--- src/rtl/spi_cmd_ctrl_if.sv ---
// rtl/spi_cmd_ctrl_if.sv - command/payload handshake bundle from the SPI front end
interface spi_cmd_ctrl_if #(
  parameter int DATA_WIDTH = 16
);
  logic [7:0]            cmd_word;
  logic [DATA_WIDTH-1:0] data_word;
  logic                  cmd_valid;

  modport master (output cmd_word, data_word, cmd_valid);
  modport slave  (input  cmd_word, data_word, cmd_valid);
endinterface

--- src/rtl/spi_cmd_ctrl.sv ---
// rtl/spi_cmd_ctrl.sv - DDS channel command decoder with shadow/active registers (optional CMD_ERR_CNT_EN)
module spi_cmd_ctrl #(
  parameter int NUM_CH     = 4,
  parameter int DATA_WIDTH = 16
) (
  input  logic                         sys_clk,
  input  logic                         rst,
  spi_cmd_ctrl_if.slave                cmd,
  output logic [NUM_CH*DATA_WIDTH-1:0] ch_phase_inc,
  output logic [NUM_CH*8-1:0]          ch_amp,
  output logic [NUM_CH*2-1:0]          ch_wave,
  output logic [NUM_CH-1:0]            ch_enable,
  output logic [NUM_CH-1:0]            phase_rst,
  output logic                         update_strobe
`ifdef CMD_ERR_CNT_EN
  ,
  output logic [7:0]                   err_cnt
`endif
);

  typedef enum logic [1:0] {
    IDLE     = 2'd0,
    EXEC     = 2'd1,
    WAIT_LOW = 2'd2
  } state_t;

  localparam logic [4:0] NUM_CH_L = 5'(NUM_CH);

  state_t                       state;
  logic                         valid_q;
  logic [7:0]                   cmd_q;
  logic [DATA_WIDTH-1:0]        data_q;
  logic [7:0]                   hold_cmd;
  logic [DATA_WIDTH-1:0]        hold_data;
  logic [NUM_CH*DATA_WIDTH-1:0] sh_phase;
  logic [NUM_CH*8-1:0]          sh_amp;
  logic [NUM_CH*2-1:0]          sh_wave;
  logic [3:0]                   opcode;
  logic [3:0]                   ch;
  logic                         ch_ok;
  logic                         reject;

  assign opcode = hold_cmd[7:4];
  assign ch     = hold_cmd[3:0];
  assign ch_ok  = ({1'b0, ch} < NUM_CH_L);

  // Input sample stage; deliberately not reset so a cmd_valid held through reset stays visible to WAIT_LOW
  always_ff @(posedge sys_clk) begin
    valid_q <= cmd.cmd_valid;
    cmd_q   <= cmd.cmd_word;
    data_q  <= cmd.data_word;
  end

  // Classify the held command: undefined opcodes and out-of-range channel writes are rejected
  always_comb begin
    reject = 1'b0;
    case (opcode)
      4'h0, 4'h3, 4'h4, 4'h5: reject = 1'b0;
      4'h1, 4'h2:             reject = !ch_ok;
`ifdef CMD_ERR_CNT_EN
      4'h6:                   reject = 1'b0;
`endif
      default:                reject = 1'b1;
    endcase
  end

  // Command FSM with registered shadow/active state and single-cycle pulses
  always_ff @(posedge sys_clk) begin
    if (rst) begin
      state         <= WAIT_LOW;
      hold_cmd      <= '0;
      hold_data     <= '0;
      sh_phase      <= '0;
      sh_amp        <= '0;
      sh_wave       <= '0;
      ch_phase_inc  <= '0;
      ch_amp        <= '0;
      ch_wave       <= '0;
      ch_enable     <= '0;
      phase_rst     <= '0;
      update_strobe <= 1'b0;
`ifdef CMD_ERR_CNT_EN
      err_cnt       <= '0;
`endif
    end else begin
      phase_rst     <= '0;
      update_strobe <= 1'b0;
      case (state)
        IDLE: begin
          if (valid_q) begin
            hold_cmd  <= cmd_q;
            hold_data <= data_q;
            state     <= EXEC;
          end
        end
        EXEC: begin
          state <= WAIT_LOW;
          if (reject) begin
`ifdef CMD_ERR_CNT_EN
            if (err_cnt != 8'hFF) err_cnt <= err_cnt + 8'd1;
`endif
          end else begin
            case (opcode)
              4'h1: begin
                for (int n = 0; n < NUM_CH; n++)
                  if (ch == 4'(n)) sh_phase[n*DATA_WIDTH +: DATA_WIDTH] <= hold_data;
              end
              4'h2: begin
                for (int n = 0; n < NUM_CH; n++)
                  if (ch == 4'(n)) begin
                    sh_amp[n*8 +: 8]  <= hold_data[7:0];
                    sh_wave[n*2 +: 2] <= hold_data[9:8];
                  end
              end
              4'h3: ch_enable <= hold_data[NUM_CH-1:0];
              4'h4: begin
                ch_phase_inc  <= sh_phase;
                ch_amp        <= sh_amp;
                ch_wave       <= sh_wave;
                update_strobe <= 1'b1;
              end
              4'h5: phase_rst <= hold_data[NUM_CH-1:0];
`ifdef CMD_ERR_CNT_EN
              4'h6: err_cnt <= '0;
`endif
              default: ;
            endcase
          end
        end
        WAIT_LOW: begin
          if (!valid_q) state <= IDLE;
        end
        default: state <= WAIT_LOW;
      endcase
    end
  end

endmodule

--- src/flat_wrapper.sv ---
// flat-port wrapper written by rule: the top's interface ports become plain ports
module spi_cmd_ctrl_flat 
#(
  parameter int NUM_CH     = 4,
  parameter int DATA_WIDTH = 16
)
  (sys_clk, rst, ch_phase_inc, ch_amp, ch_wave, ch_enable, phase_rst, update_strobe, cmd_cmd_word, cmd_data_word, cmd_cmd_valid);
  spi_cmd_ctrl_if #(.DATA_WIDTH(DATA_WIDTH)) cmd_i ();
  input  logic sys_clk;
  input  logic rst;
  output logic [NUM_CH*DATA_WIDTH-1:0] ch_phase_inc;
  output logic [NUM_CH*8-1:0] ch_amp;
  output logic [NUM_CH*2-1:0] ch_wave;
  output logic [NUM_CH-1:0] ch_enable;
  output logic [NUM_CH-1:0] phase_rst;
  output logic update_strobe;
  input wire logic [$bits(cmd_i.cmd_word)-1:0] cmd_cmd_word;
  input wire logic [$bits(cmd_i.data_word)-1:0] cmd_data_word;
  input wire logic [$bits(cmd_i.cmd_valid)-1:0] cmd_cmd_valid;
  assign cmd_i.cmd_word = cmd_cmd_word;
  assign cmd_i.data_word = cmd_data_word;
  assign cmd_i.cmd_valid = cmd_cmd_valid;
  spi_cmd_ctrl #(.NUM_CH(NUM_CH), .DATA_WIDTH(DATA_WIDTH)) u_core (.sys_clk(sys_clk), .rst(rst), .cmd(cmd_i), .ch_phase_inc(ch_phase_inc), .ch_amp(ch_amp), .ch_wave(ch_wave), .ch_enable(ch_enable), .phase_rst(phase_rst), .update_strobe(update_strobe));
endmodule
--- config.mk ---
export PLATFORM = sky130hd
export DESIGN_NAME = spi_cmd_ctrl_flat
export DESIGN_NICKNAME = d
export VERILOG_FILES = /design/src/rtl/spi_cmd_ctrl_if.sv /design/src/rtl/spi_cmd_ctrl.sv /design/src/flat_wrapper.sv
export SDC_FILE = /design/constraint.sdc
export NUM_CORES = 1
export LEC_CHECK = 0
export ABC_AREA = 1
export ABC_CLOCK_PERIOD_IN_PS = 1890
export CAP_MARGIN = 20
export CORE_ASPECT_RATIO = 1.25
export CORE_MARGIN = 5
export CORE_UTILIZATION = 40
export CTS_CLUSTER_DIAMETER = 100
export DETAILED_ROUTE_END_ITERATION = 12
export MAX_ROUTING_LAYER = met4
export PLACE_DENSITY = 0.64
export SLEW_MARGIN = 20
export SYNTH_ARGS = -nofsm -noshare
export SYNTH_HDL_FRONTEND = slang
export SYNTH_SLANG_ARGS = --single-unit
export TNS_END_PERCENT = 50
--- constraint.sdc ---
create_clock -name sys_clk -period 1.89 [get_ports sys_clk]
set_input_delay 0.2835 -clock sys_clk [delete_from_list [all_inputs] [get_ports sys_clk]]
set_output_delay 0.2835 -clock sys_clk [all_outputs]
set_load 0.02 [all_outputs]
==> results of run 1 <==
## layer usage
layer  part of all wire (%)  GRT usage, %  vias up
met5                      0             -        -
met1                     44         22.45     4584
met4                    3.0         6.203        0
li1                       -             -     5541
met2                     49         31.24      218
met3                    4.0         2.019       58
## logic make-up (layout without fill, tap and decap cells)
group	after synthesis	after routing	share of synthesized area, %
AOI/OAI and AO/OA	45	45	1.901
and+or+nand+nor	907	907	34.27
DFF	268	268	45.28
buffers and inverters	565	685	18.55
## area by class of cell
type                            instances  area, sq um
Fill cell                            2953        14480
Sequential cell                       268         5368
Multi-Input combinational cell        952         4323
Timing Repair Buffer                  188         1942
Inverter                              449         1690
Clock buffer                           38        799.5
Tap cell                              396        495.5
Clock inverter                         10        153.9
## through the flow
step	worst slack [ns]	area (sq um)	instances	total power, mW
floorplan	0.3014	11850	1785	6.295
global placement	0.1159	13800	2253	6.583
CTS	0.01964	14750	2301	12.32
detailed placement	0.05067	13800	2253	6.589
global route	0.01725	14770	2301	12.64
finish	0.07441	14770	2301	12.21
## report_power, final
part / leakage (nW) / total (mW) / switching (mW) / internal, mW
registers: 2.17 / 5.76 / 0.0348 / 5.72
clock network: 0.473 / 5.74 / 2.25 / 3.49
logic: 3.96 / 0.712 / 0.481 / 0.231
total: 6.61 / 12.2 / 2.77 / 9.44
## worst max path at each step
stage / endpoint / slack [ns] / startpoint
after global routing: ch_wave[4] / 0.02 / u_core.ch_wave[4]
after floorplan: u_core.sh_amp[24] / 0.30 / u_core.state[1]
after detailed placement: u_core.sh_phase[61] / 0.05 / u_core.hold_cmd[5]
after global placement: u_core.sh_phase[57] / 0.12 / u_core.hold_cmd[5]
final: ch_amp[29] / 0.07 / u_core.ch_amp[29]
after CTS: u_core.sh_phase[61] / 0.02 / u_core.hold_cmd[5]
## worst register-to-register path, stage by stage (launching register included)
cell and delay (ns):
dfxtp_1 0.31, nor2_1 0.24, inv_1 0.16, nand2_8 0.22, buf_12 0.23, buf_12 0.15, nand4_1 0.10, nand2_1 0.15
nor2_1 0.05
## synthesized netlist by cell type
library cell  number
inv_1            437
nand2_1          435
dfxtp_1          268
nor2_1           238
nand4_1          212
clkbuf_1          40
buf_1             36
buf_2             35
o21ai_0           24
a21oi_1           21
clkinv_1           7
inv_2              5
nand3_2            5
buf_6              4
nand3_4            4
nor2_2             4
nand3_1            3
nand2_2            2
buf_4              1
nand3b_1           1
nor2_4             1
nor3_2             1
nor4_1             1
## sequential cells by signal, summed over array words and instances (netlist names)
register              count
u_core.ch_amp            32
u_core.ch_enable          4
u_core.ch_phase_inc      64
u_core.ch_wave            8
u_core.cmd_q              8
u_core.data_q            16
u_core.hold_cmd           8
u_core.hold_data         16
u_core.phase_rst          4
u_core.sh_amp            32
u_core.sh_phase          64
u_core.sh_wave            8
u_core.state              2
u_core.update_strobe      1
u_core.valid_q            1
## repair_timing
action / in CTS / in global routing
gates resized for setup: 0 / 6
setup endpoints to repair: 0 / 79
buffers inserted: 0 / 0
==> results.md, run 1 <==
* CP max FO at 2
* Syn Nets at 1812
* Post-synth top area share at 45.28%
* Commonest non-fill, non-tap cell in the layout: inv_1
* CP top delay family: buffers and inverters
* Core area at 29250 sq um
* Clock Sinks at 268
* RSZ-0062 raised after global routing: false
* Syn Std Cell Area at 11850 sq um
* Cell Pwr Density at 826.5 nW/um^2
* Worst path depth at 1
* GR Overflow Total at 0
* Rows at 70
* Drt initial violations at 704
* Chip width at 163.9 microns
* Hold Vio Cnt, Final at 0
* Detailed Route WL at 29.97 mm
* MaxCap Viol Count at 0
* Clock skew at 0.01811 ns
* Hold Path Class: in -> reg
* Critical Path AT at 1.53 ns
* CP Launch Type: flop
* Synth Register Bits at 268
* Total GRT Usage at 18.30%
* Crit-path cells: clkdlybuf4s50_1
* Tightest hold margin at 0.1768 ns
* Synth Instances at 1785
* Hold path start: cmd_cmd_word[6]
* Nature of the critical path endpoint: output pin
* Largest net degree at the start of global routing at 53
* Syn. warnings at 0
* Synth-to-layout area growth at 24.67%
* Die Area at 33190 sq um
* Period minus WS final at 1.816 ns
* Final period util at 96.06%
* Most frequent cells in the layout: 436 x inv_1, 435 x nand2_1, 266 x dfxtp_1
* HPWL after DPL at 19.89 mm
* Sequential area share after synthesis at 45.28%
* First-pass detailed-route iteration total at 7
* Share of cells above drive strength 1 at 6.194%
* Remaining DRCs at 0
* H-tree depth at 1
* Leakage Power at 6.609 nW
* Vias/cell at 4.520
* Effective utilization at floorplan at 40.50%
* Antenna violations before repair at 0
* Setup violations, final at 0
* Diode count at 0
* Cts hold-fix bufs at 0
* Placer Congestion at 0.7812
* Worst-Margin Slew at 0.7757 ns
* WL per Instance at 13.03 microns
* DRT antenna net count at 0
* PortBufs at 139
* CP peak stage delay at 0.66 ns
* Nets at 1915
* End of the worst register-to-register path: u_core.ch_phase_inc[63]
* Critical Path RT at 1.61 ns
* TritonCTS buffer count at 29
* R2R setup slack at 0.17 ns
* Status: completed
* Vias post-DR at 10401
* Slew Limit Fails at 0
* Hold Path End: u_core.cmd_q[6]
* Buf/Inv on CP at 1
* Worst hold path depth at 1
* Worst r2r src: u_core.hold_cmd[2]
* Root Buffer: clkbuf_16
* Fmax at 550.8 MHz
* Worst-Skew Late Latency at 0.55 ns
* Synth top area cells: dfxtp_1 45%, inv_1 14%, nand2_1 14%
* Slew HR at 48.23%
* CTS clk-pin slew, worst paths at 0.06 ns
* Cell accounting for the most synthesized area: dfxtp_1
* Die height at 202.4 microns
* CP max stage cell: clkdlybuf4s50_1
* Syn_area_per_cell at 6.638 sq um
* Synth unique cells at 23
* Setup_tns at 0 ns
* CTS tree: done
* Reg2reg path depth at 8
* Final core occ at 50.50%
* First-pass GRT wire length at 48.89 mm
* Peak VDD IR at 0.0005885 V
* Setup CP Type: reg -> out
* IO Count at 140
* Vias in the first global route at 9784
* Max Root-Sink Buffers at 3
No activity file was read; power rests on OpenSTA's default activity.
==> run 2, diff against run 1 <==
--- a/config.mk
+++ b/config.mk
@@ -14,7 +14,6 @@
 export CTS_CLUSTER_DIAMETER = 100
 export DETAILED_ROUTE_END_ITERATION = 12
 export MAX_ROUTING_LAYER = met4
-export PLACE_DENSITY = 0.64
 export SLEW_MARGIN = 20
 export SYNTH_ARGS = -nofsm -noshare
 export SYNTH_HDL_FRONTEND = slang
==> results.md, run 2 (synthesis results as in run 1) <==
* Buf/Inv on CP at 1
* Clock skew at 0.02373 ns
* Placer Congestion at 0.7927
* Critical path endpoint: ch_enable[1]
* Hold Path Class: in -> reg
* Crit-path cells: clkdlybuf4s50_1
* R2R setup slack at 0.12 ns
* CP Launch Type: flop
* Chip width at 163.9 microns
* DRT antenna net count at 0
* Die Area at 33190 sq um
* H-tree depth at 1
* Setup bufs post-CTS at 0
* Diode count at 0
* Slew Limit Fails at 0
* Max Root-Sink Buffers at 3
* Vias/cell at 4.506
* Worst Setup SP: u_core.ch_enable[1]
* Cell Pwr Density at 796.1 nW/um^2
* Critical Path AT at 1.54 ns
* Setup violations, final at 0
* Period minus WS final at 1.825 ns
* RSZ-0062 raised after global routing: false
* Antenna violations before repair at 0
* End of the worst register-to-register path: u_core.ch_amp[27]
* Final core occ at 50.20%
* Dpl ws at 0.03465 ns
* Critical Path RT at 1.61 ns
* Overall power at 11.69 mW
* Vias post-DR at 10327
* Core area at 29250 sq um
* Share of cells above drive strength 1 at 5.643%
* Worst-Skew Late Latency at 0.54 ns
* Worst-Margin Slew at 0.7383 ns
* Setup CP Type: reg -> out
* WL per Instance at 13.18 microns
* Remaining DRCs at 0
* Largest net degree at the start of global routing at 86
* Fmax at 548.0 MHz
* Detailed Route WL at 30.22 mm
* Reg2reg path depth at 8
* Most frequent cells in the layout: 436 x inv_1, 435 x nand2_1, 267 x dfxtp_1
* Dpl cells at 2242
* Leakage Power at 6.539 nW
* Clock Sinks at 268
* Total GRT Usage at 18.75%
* CP max FO at 2
* CTS tree: done
* Root Buffer: clkbuf_16
* Setup_tns at 0 ns
* Worst hold path depth at 1
* Die height at 202.4 microns
* Post-Layout Cell Count at 2292
* Largest regs: u_core.ch_phase_inc x64, u_core.sh_phase x64
* First-pass detailed-route iteration total at 5
* Worst r2r src: u_core.hold_cmd[6]
* HPWL after DPL at 19.80 mm
* First-pass GRT wire length at 50.10 mm
* GR Overflow Total at 0
* Commonest non-fill, non-tap cell in the layout: inv_1
* TritonCTS buffer count at 27
* Final period util at 96.56%
* CTS clk-pin slew, worst paths at 0.06 ns
* Drt initial violations at 648
* Worst Setup Slack, final at 0.06507 ns
* IO Count at 140
* CP top delay family: buffers and inverters
* Nets at 1902
* Worst path depth at 1
* MaxCap Viol Count at 0
* CP peak stage delay at 0.62 ns
* CP max stage cell: clkdlybuf4s50_1
* Hold Vio Cnt, Final at 0
* Status: completed
* Synth-to-layout area growth at 23.93%
* PortBufs at 139
* Nature of the critical path endpoint: output pin
* Effective utilization at floorplan at 40.50%
* Layout fillers at 2996
* Vias in the first global route at 10009
* Slew HR at 50.72%
* Rows at 70
* Peak VDD IR at 0.0005939 V
run 2: repair_timing:
item,4_1_cts,5_1_grt
endpoints found under the setup margin,6,116
endpoints found under the hold margin,0,0
cloned,0,0
resized for setup,3,5
hold buffers,0,0
run 2: per-stage QoR:
step                hold slack, ns  cell area, sq um
floorplan                   0.3112             11850
global placement            0.4457             13780
detailed placement          0.4511             13780
CTS                         0.1512             14660
global route                0.1495             14680
finish                      0.1799             14680
run 2: routing by layer:
metal	GRT usage (%)	vias to the layer above	wire [microns]
met1	22.48	4531	13040
met3	2.366	66	1260
met5	-	-	0
met2	32.37	217	14880
met4	6.383	0	1035
li1	-	5513	-
run 2: cell type report:
cell class / count / area [sq um] / share of cell area (%)
clock buffers: 38 / 777.0 / 5.291
clock inverters: 12 / 96.34 / 0.6561
inverters: 449 / 1690 / 11.51
multi-input cells: 952 / 4343 / 29.58
flip-flops and latches: 268 / 5366 / 36.55
well taps: 396 / 495.5 / 3.374
repair buffers: 177 / 1916 / 13.05
run 2: worst min-delay path by stage:
stage / slack [ns] / start / end
finish: 0.18 / cmd_cmd_valid / u_core.valid_q
global route: 0.15 / cmd_data_word[8] / u_core.data_q[8]
CTS: 0.15 / cmd_data_word[1] / u_core.data_q[1]
detailed placement: 0.45 / u_core.state[0] / u_core.state[1]
global placement: 0.45 / u_core.state[0] / u_core.state[1]
floorplan: 0.31 / cmd_cmd_word[0] / u_core.cmd_q[0]
run 2: power breakdown:
part / switching [mW] / internal (mW) / total (mW)
clock: 2.24 / 3.00 / 5.24
combinational: 0.481 / 0.220 / 0.701
sequential: 0.0302 / 5.72 / 5.75
